--- config.mk ---
export PLATFORM = sky130hd
export DESIGN_NAME = axi_rd_arbiter_flat
export DESIGN_NICKNAME = d
export VERILOG_FILES = /design/src/rtl/axi_rd_arbiter_if.sv /design/src/rtl/axi_rd_arbiter.sv /design/src/flat_wrapper.sv
export SDC_FILE = /design/constraint.sdc
export NUM_CORES = 1
export LEC_CHECK = 0
export CORE_ASPECT_RATIO = 1.2
export CORE_UTILIZATION = 34
export DETAILED_ROUTE_END_ITERATION = 8
export MAX_ROUTING_LAYER = met4
export PLACE_DENSITY = 0.87
export SYNTH_ARGS = -nofsm -noshare
export SYNTH_HDL_FRONTEND = slang
export SYNTH_SLANG_ARGS = --single-unit
--- constraint.sdc ---
create_clock -name clock -period 1.95 [get_ports clock]
set_input_delay 0.2925 -clock clock [delete_from_list [all_inputs] [get_ports clock]]
set_output_delay 0.2925 -clock clock [all_outputs]
set_load 0.02 [all_outputs]
--- src/rtl/axi_rd_arbiter_if.sv ---
// Bundled AR/R signals of the read arbiter: two upstream read masters (icache, LSU)
// and the merged AXI4 read master toward the SoC bus.
interface axi_rd_arbiter_if #(
  parameter int ADDR_W = 32,
  parameter int DATA_W = 32
);
  logic              icache_arvalid;
  logic              icache_arready;
  logic [ADDR_W-1:0] icache_araddr;
  logic [1:0]        icache_arburst;
  logic [7:0]        icache_arlen;
  logic [2:0]        icache_arsize;
  logic              icache_rvalid;
  logic              icache_rready;
  logic [DATA_W-1:0] icache_rdata;
  logic [1:0]        icache_rresp;
  logic              icache_rlast;

  logic              exu_arvalid;
  logic              exu_arready;
  logic [ADDR_W-1:0] exu_araddr;
  logic [2:0]        exu_arsize;
  logic              lsu_rvalid;
  logic              lsu_rready;
  logic [DATA_W-1:0] lsu_rdata;
  logic [1:0]        lsu_rresp;

  logic              m_arvalid;
  logic              m_arready;
  logic [ADDR_W-1:0] m_araddr;
  logic [7:0]        m_arlen;
  logic [2:0]        m_arsize;
  logic [1:0]        m_arburst;
  logic              m_rvalid;
  logic              m_rready;
  logic [DATA_W-1:0] m_rdata;
  logic [1:0]        m_rresp;
  logic              m_rlast;

  logic              beat_err;

  // Arbiter side.
  modport slave (
    input  icache_arvalid, icache_araddr, icache_arburst, icache_arlen, icache_arsize,
    input  icache_rready,
    output icache_arready, icache_rvalid, icache_rdata, icache_rresp, icache_rlast,
    input  exu_arvalid, exu_araddr, exu_arsize, lsu_rready,
    output exu_arready, lsu_rvalid, lsu_rdata, lsu_rresp,
    output m_arvalid, m_araddr, m_arlen, m_arsize, m_arburst, m_rready,
    input  m_arready, m_rvalid, m_rdata, m_rresp, m_rlast,
    output beat_err
  );

  // Environment side: upstream requesters plus the downstream slave.
  modport master (
    output icache_arvalid, icache_araddr, icache_arburst, icache_arlen, icache_arsize,
    output icache_rready,
    input  icache_arready, icache_rvalid, icache_rdata, icache_rresp, icache_rlast,
    output exu_arvalid, exu_araddr, exu_arsize, lsu_rready,
    input  exu_arready, lsu_rvalid, lsu_rdata, lsu_rresp,
    input  m_arvalid, m_araddr, m_arlen, m_arsize, m_arburst, m_rready,
    output m_arready, m_rvalid, m_rdata, m_rresp, m_rlast,
    input  beat_err
  );
endinterface

--- src/rtl/axi_rd_arbiter.sv ---
// Merges the icache burst port and LSU single-beat port onto one AXI4 read master,
// one outstanding transaction at a time, LSU first when both request together.
module axi_rd_arbiter #(
  parameter int ADDR_W = 32,
  parameter int DATA_W = 32
) (
  input logic            clock,
  input logic            reset,
  axi_rd_arbiter_if.slave bus
);
  typedef enum logic [2:0] {IDLE, IF_AR, IF_R, LS_AR, LS_R} state_t;

  state_t            state, state_nxt;
  logic [ADDR_W-1:0] ar_addr;
  logic [7:0]        ar_len;
  logic [2:0]        ar_size;
  logic [1:0]        ar_burst;
  logic [8:0]        beat_cnt;
  logic              beat_err_q;
  logic              hold_off;
  logic              grant_ls, grant_if;
  logic              r_hs;

  logic exu_arready, icache_arready, m_arvalid, m_rready;
  logic icache_rvalid, lsu_rvalid, icache_rlast;

  // NOTE: every output gets a default first so no latch is inferred for unlisted cases.
  always_comb begin
    state_nxt      = state;
    grant_ls       = 1'b0;
    grant_if       = 1'b0;
    exu_arready    = 1'b0;
    icache_arready = 1'b0;
    m_arvalid      = 1'b0;
    m_rready       = 1'b0;
    icache_rvalid  = 1'b0;
    lsu_rvalid     = 1'b0;
    icache_rlast   = 1'b0;
    unique case (state)
      IDLE: begin
        // hold_off marks the first cycle back in IDLE; no grant is given there.
        if (!hold_off) begin
          if (bus.exu_arvalid) begin
            grant_ls    = 1'b1;
            exu_arready = 1'b1;
            state_nxt   = LS_AR;
          end else if (bus.icache_arvalid) begin
            grant_if       = 1'b1;
            icache_arready = 1'b1;
            state_nxt      = IF_AR;
          end
        end
      end
      IF_AR, LS_AR: begin
        m_arvalid = 1'b1;
        if (bus.m_arready) state_nxt = (state == IF_AR) ? IF_R : LS_R;
      end
      IF_R: begin
        icache_rvalid = bus.m_rvalid;
        m_rready      = bus.icache_rready;
        icache_rlast  = bus.m_rlast;
        if (bus.m_rvalid && bus.icache_rready && bus.m_rlast) state_nxt = IDLE;
      end
      LS_R: begin
        lsu_rvalid = bus.m_rvalid;
        m_rready   = bus.lsu_rready;
        if (bus.m_rvalid && bus.lsu_rready) state_nxt = IDLE;
      end
      default: state_nxt = IDLE;
    endcase
  end

  assign r_hs = bus.m_rvalid && m_rready;

  // NOTE: sequential state uses non-blocking assignments only.
  always_ff @(posedge clock) begin
    if (reset) begin
      state      <= IDLE;
      ar_addr    <= '0;
      ar_len     <= '0;
      ar_size    <= '0;
      ar_burst   <= '0;
      beat_cnt   <= '0;
      beat_err_q <= 1'b0;
      hold_off   <= 1'b0;
    end else begin
      state    <= state_nxt;
      hold_off <= (state != IDLE) && (state_nxt == IDLE);
      if (grant_ls) begin
        ar_addr  <= bus.exu_araddr;
        ar_size  <= bus.exu_arsize;
        ar_len   <= 8'd0;
        ar_burst <= 2'b01;
      end else if (grant_if) begin
        ar_addr  <= bus.icache_araddr;
        ar_size  <= bus.icache_arsize;
        ar_len   <= bus.icache_arlen;
        ar_burst <= bus.icache_arburst;
        beat_cnt <= '0;
      end
      if (state == IF_R && r_hs) begin
        // Saturate so an endless burst cannot wrap back onto a matching count.
        if (beat_cnt != '1) beat_cnt <= beat_cnt + 9'd1;
        if (bus.m_rlast && beat_cnt != {1'b0, ar_len}) beat_err_q <= 1'b1;
      end
      if (state == LS_R && r_hs && !bus.m_rlast) beat_err_q <= 1'b1;
    end
  end

  assign bus.exu_arready    = exu_arready;
  assign bus.icache_arready = icache_arready;
  assign bus.m_arvalid      = m_arvalid;
  assign bus.m_araddr       = ar_addr;
  assign bus.m_arlen        = ar_len;
  assign bus.m_arsize       = ar_size;
  assign bus.m_arburst      = ar_burst;
  assign bus.m_rready       = m_rready;
  assign bus.icache_rvalid  = icache_rvalid;
  assign bus.icache_rlast   = icache_rlast;
  assign bus.icache_rdata   = bus.m_rdata;
  assign bus.icache_rresp   = bus.m_rresp;
  assign bus.lsu_rvalid     = lsu_rvalid;
  assign bus.lsu_rdata      = bus.m_rdata;
  assign bus.lsu_rresp      = bus.m_rresp;
  assign bus.beat_err       = beat_err_q;
endmodule

--- src/flat_wrapper.sv ---
// flat-port wrapper written by rule: the top's interface ports become plain ports
module axi_rd_arbiter_flat 
#(
  parameter int ADDR_W = 32,
  parameter int DATA_W = 32
)
  (clock, reset, bus_icache_arvalid, bus_icache_araddr, bus_icache_arburst, bus_icache_arlen, bus_icache_arsize, bus_icache_rready, bus_icache_arready, bus_icache_rvalid, bus_icache_rdata, bus_icache_rresp, bus_icache_rlast, bus_exu_arvalid, bus_exu_araddr, bus_exu_arsize, bus_lsu_rready, bus_exu_arready, bus_lsu_rvalid, bus_lsu_rdata, bus_lsu_rresp, bus_m_arvalid, bus_m_araddr, bus_m_arlen, bus_m_arsize, bus_m_arburst, bus_m_rready, bus_m_arready, bus_m_rvalid, bus_m_rdata, bus_m_rresp, bus_m_rlast, bus_beat_err);
  axi_rd_arbiter_if #(.ADDR_W(ADDR_W), .DATA_W(DATA_W)) bus_i ();
  input logic clock;
  input logic reset;
  input wire logic [$bits(bus_i.icache_arvalid)-1:0] bus_icache_arvalid;
  input wire logic [$bits(bus_i.icache_araddr)-1:0] bus_icache_araddr;
  input wire logic [$bits(bus_i.icache_arburst)-1:0] bus_icache_arburst;
  input wire logic [$bits(bus_i.icache_arlen)-1:0] bus_icache_arlen;
  input wire logic [$bits(bus_i.icache_arsize)-1:0] bus_icache_arsize;
  input wire logic [$bits(bus_i.icache_rready)-1:0] bus_icache_rready;
  output wire logic [$bits(bus_i.icache_arready)-1:0] bus_icache_arready;
  output wire logic [$bits(bus_i.icache_rvalid)-1:0] bus_icache_rvalid;
  output wire logic [$bits(bus_i.icache_rdata)-1:0] bus_icache_rdata;
  output wire logic [$bits(bus_i.icache_rresp)-1:0] bus_icache_rresp;
  output wire logic [$bits(bus_i.icache_rlast)-1:0] bus_icache_rlast;
  input wire logic [$bits(bus_i.exu_arvalid)-1:0] bus_exu_arvalid;
  input wire logic [$bits(bus_i.exu_araddr)-1:0] bus_exu_araddr;
  input wire logic [$bits(bus_i.exu_arsize)-1:0] bus_exu_arsize;
  input wire logic [$bits(bus_i.lsu_rready)-1:0] bus_lsu_rready;
  output wire logic [$bits(bus_i.exu_arready)-1:0] bus_exu_arready;
  output wire logic [$bits(bus_i.lsu_rvalid)-1:0] bus_lsu_rvalid;
  output wire logic [$bits(bus_i.lsu_rdata)-1:0] bus_lsu_rdata;
  output wire logic [$bits(bus_i.lsu_rresp)-1:0] bus_lsu_rresp;
  output wire logic [$bits(bus_i.m_arvalid)-1:0] bus_m_arvalid;
  output wire logic [$bits(bus_i.m_araddr)-1:0] bus_m_araddr;
  output wire logic [$bits(bus_i.m_arlen)-1:0] bus_m_arlen;
  output wire logic [$bits(bus_i.m_arsize)-1:0] bus_m_arsize;
  output wire logic [$bits(bus_i.m_arburst)-1:0] bus_m_arburst;
  output wire logic [$bits(bus_i.m_rready)-1:0] bus_m_rready;
  input wire logic [$bits(bus_i.m_arready)-1:0] bus_m_arready;
  input wire logic [$bits(bus_i.m_rvalid)-1:0] bus_m_rvalid;
  input wire logic [$bits(bus_i.m_rdata)-1:0] bus_m_rdata;
  input wire logic [$bits(bus_i.m_rresp)-1:0] bus_m_rresp;
  input wire logic [$bits(bus_i.m_rlast)-1:0] bus_m_rlast;
  output wire logic [$bits(bus_i.beat_err)-1:0] bus_beat_err;
  assign bus_i.icache_arvalid = bus_icache_arvalid;
  assign bus_i.icache_araddr = bus_icache_araddr;
  assign bus_i.icache_arburst = bus_icache_arburst;
  assign bus_i.icache_arlen = bus_icache_arlen;
  assign bus_i.icache_arsize = bus_icache_arsize;
  assign bus_i.icache_rready = bus_icache_rready;
  assign bus_icache_arready = bus_i.icache_arready;
  assign bus_icache_rvalid = bus_i.icache_rvalid;
  assign bus_icache_rdata = bus_i.icache_rdata;
  assign bus_icache_rresp = bus_i.icache_rresp;
  assign bus_icache_rlast = bus_i.icache_rlast;
  assign bus_i.exu_arvalid = bus_exu_arvalid;
  assign bus_i.exu_araddr = bus_exu_araddr;
  assign bus_i.exu_arsize = bus_exu_arsize;
  assign bus_i.lsu_rready = bus_lsu_rready;
  assign bus_exu_arready = bus_i.exu_arready;
  assign bus_lsu_rvalid = bus_i.lsu_rvalid;
  assign bus_lsu_rdata = bus_i.lsu_rdata;
  assign bus_lsu_rresp = bus_i.lsu_rresp;
  assign bus_m_arvalid = bus_i.m_arvalid;
  assign bus_m_araddr = bus_i.m_araddr;
  assign bus_m_arlen = bus_i.m_arlen;
  assign bus_m_arsize = bus_i.m_arsize;
  assign bus_m_arburst = bus_i.m_arburst;
  assign bus_m_rready = bus_i.m_rready;
  assign bus_i.m_arready = bus_m_arready;
  assign bus_i.m_rvalid = bus_m_rvalid;
  assign bus_i.m_rdata = bus_m_rdata;
  assign bus_i.m_rresp = bus_m_rresp;
  assign bus_i.m_rlast = bus_m_rlast;
  assign bus_beat_err = bus_i.beat_err;
  axi_rd_arbiter #(.ADDR_W(ADDR_W), .DATA_W(DATA_W)) u_core (.clock(clock), .reset(reset), .bus(bus_i));
endmodule
==> results.yml <==
synth:
  synth_top_family_by_area: "simple AND/OR/NAND/NOR gates"
  synth_cell_types: 39
  synth-seq-area-share_pct: 36.77
  syn-num-nets: 534
  synthCells: 409
  synthArstFlopShare_pct: 0
  synth_xor_area_share_pct: 3.818
  yosys_warnings: 0
  synth_area_mm2: 0.003212
  synthAdderAreaFrac_pct: 0.7791
  synth_edf_count: 0
  synth-seq-cells: 59
  avgSynthCellArea_um2: 7.853
  synth_mux_area_share_pct: 0
  yosys.area_share.simple_pct: 24.74
  synth-main-ff-cell: "dfxtp_1"
  synth_compound_area_share_pct: 13.40
worst_hold_path:
  hold_path.class: "register to register"
  hold_path_startpoint: "u_core.bus.m_arburst[1]$_SDFFE_PP0P_"
  min_path_cells: 2
  min_to: "u_core.bus.m_arburst[1]$_SDFFE_PP0P_"
timing:
  fin_setup_tns_ns: 0
  min_period_ns: 1.852
  fmax_mhz: 539.9
  setup_ws_ns: 0.09776
  final-hold-violation-count: 0
  tightest_slew_ns: 0.5164
  setup_viol: 0
  rsz0062_at_grt: "false"
  whs_ns: 0.4624
  worst_clock_skew_ns: 0.009737
  slew_headroom_pct: 65.57
  slew_viol_final: 0
  fin_crit_sh_pct: 94.99
cts:
  root_buffer: "clkbuf_8"
  clockBufferDepth: 2
  clk_pin_slew_ns: 0.07
  clock-sinks: 59
  clk-insertion-delay-late_ns: 0.33
  cts_buffers: 9
  post_cts.repair.setup_buffers: 0
  postCtsHoldBufs: 0
  tritoncts: "yes"
  h-tree-depth: 3
route:
  drc_errors: 0
  routed_wl_um: 9062
  vias: 3106
  drt-initial-drc-count: 95
  viasPerCell: 5.092
  ant_nets: 0
  wl_per_cell_um: 14.86
  first_pass_iters: 4
setup_path:
  critical_path_arrival_ns: 1.56
  crit_type: "register to output port"
  worst_setup_path_end_kind: "output port"
  critPathLaunchType: "register"
  startpoint: "u_core.state[1]$_SDFF_PP0_"
  r2r_start: "u_core.beat_cnt[0]$_SDFF_PP0_"
  timing.rr.end: "u_core.beat_cnt[7]$_SDFF_PP0_"
  crit_fanout: 9
  cp_data_required_time_ns: 1.66
  r2r_cells: 8
  r2r_setup_slack_ns: 0.13
power:
  seqPwrFrac_pct: 37.8
  switching_share_pct: 32.44
  p_comb_share_pct: 32.9
  power_density_mw_per_mm2: 856.3
  p_int_mw: 2.594
  p_leak_nw: 1.644
  total_power_mw: 3.840
  vdd_drop_max_mv: 0.4141
  clkPwrFrac_pct: 29.3
  switchingPower_mw: 1.246
placed_design:
  dp.cells: 594
  place_area_mm2: 0.004264
  place_ws_ns: -0.08690
  hpwl_um: 6620
  portBuffers: 141
  gp_congestion: 0.8243
floorplan:
  fp.coreArea_mm2: 0.009129
  rows: 38
  start_util_pct: 35.18
  io_pins: 244
  die_height_um: 108.5
  dieWidth_um: 90.73
  die_area_mm2: 0.009841
global_routing:
  grt_max_degree: 48
  antenna_found_initial: 0
  grt_use_total_pct: 19.17
  grt_pass1_vias: 3134
  grt_pass1_wl_um: 14490
  grt-ovfl-total: 0
final_layout:
  final_area_mm2: 0.004484
  post-route-util_pct: 49.12
  final_common_cell: "clkdlybuf4s50_1"
  multi_input_area_mm2: 0.001396
  final_cells: 610
  fill_cells: 861
  area_delta_synth_final_pct: 39.62
  layout_common_cells: "clkdlybuf4s50_1, nand2_1, dfxtp_1, nor2_1, a311oi_1"
  register_area_mm2: 0.001181
  nets: 610
  drive_gt1_share_pct: 8.571
  antenna_cells: 0
job:
  cap_violations: 0
outcome:
  status: "complete, no violations"
cell usage after synthesis (all sizes together) (2+ instances only):
master   n  area (µm²)
nor3     6       30.03
nor4     6       65.06
nand4    3       18.77
nand2   98       367.9
nor2b    2       12.51
nand3b   2       15.01
clkbuf  10       37.54
xnor2   12       105.1
nor2    43       161.4
inv      7       26.27
nand3    7       40.04
a311oi  35       306.5
buf     82       594.3
ha       2       25.02
nand2b   4       25.02
xor2     2       17.52
dfxtp   59        1181
a21oi   15       75.07
registers in the layout, indices dropped and copies added (netlist names):
name                  count
u_core.beat_cnt           9
u_core.bus.m_arsize       3
u_core.state              3
u_core.bus.m_arlen        8
u_core.hold_off           1
u_core.bus.m_arburst      2
u_core.bus.m_araddr      32
u_core.bus.beat_err       1
repair_timing:
action                     in CTS  in global routing
gates resized for setup         8                  9
cloned                          0                  0
setup endpoints to repair       8                 37
pin swaps                       0                  5
area by class of cell:
cell class,count,share of cell area (%)
timing repair buffer,157,34.07
multi-input combinational,251,31.14
sequential,59,26.34
tap,120,3.348
clock buffer,10,3.069
clock inverter,6,1.451
inverter,7,0.5859
power by group through the flow:
| stage | logic, mW | clock network, mW | registers, mW |
|---|---|---|---|
| floorplan | 0.684 | 0 | 1.64 |
| global placement | 1.24 | 0 | 1.47 |
| detailed placement | 1.27 | 0 | 1.47 |
| CTS | 1.27 | 1.17 | 1.45 |
| global route | 1.36 | 1.23 | 1.47 |
| finish | 1.26 | 1.13 | 1.45 |
how the worst max path moves through the flow:
stage,slack [ns],cells after the start,endpoint
4_1_cts,0.02,8,u_core.beat_cnt[7]$_SDFF_PP0_
6_report,0.1,4,bus_m_rready
5_1_grt,0.02,8,u_core.beat_cnt[7]$_SDFF_PP0_
3_3_place_gp,-0.08,4,bus_m_rready
2_1_floorplan,0.15,8,u_core.beat_cnt[7]$_SDFF_PP0_
3_5_place_dp,-0.09,4,bus_m_rready
kinds of logic after synthesis:
kind of cell    count (synthesis)
compound gates                 57
buf+inv                        99
flops                          59
fa+ha+maj                       2
xor+xnor                       14
simple gates                  178
metal layers:
layer  track usage, %  routed length, µm
met1            19.45               3445
met2            34.52               4606
met3            3.446                658
met4            11.52                351
met5                -                  0
critical path, stage by stage (launching register included):
cell             delay (ns)
dfxtp_1                0.34
buf_4                  0.17
nand3b_1               0.16
a21oi_1                0.22
clkdlybuf4s15_1        0.34
(Power assumes the default switching activity.)
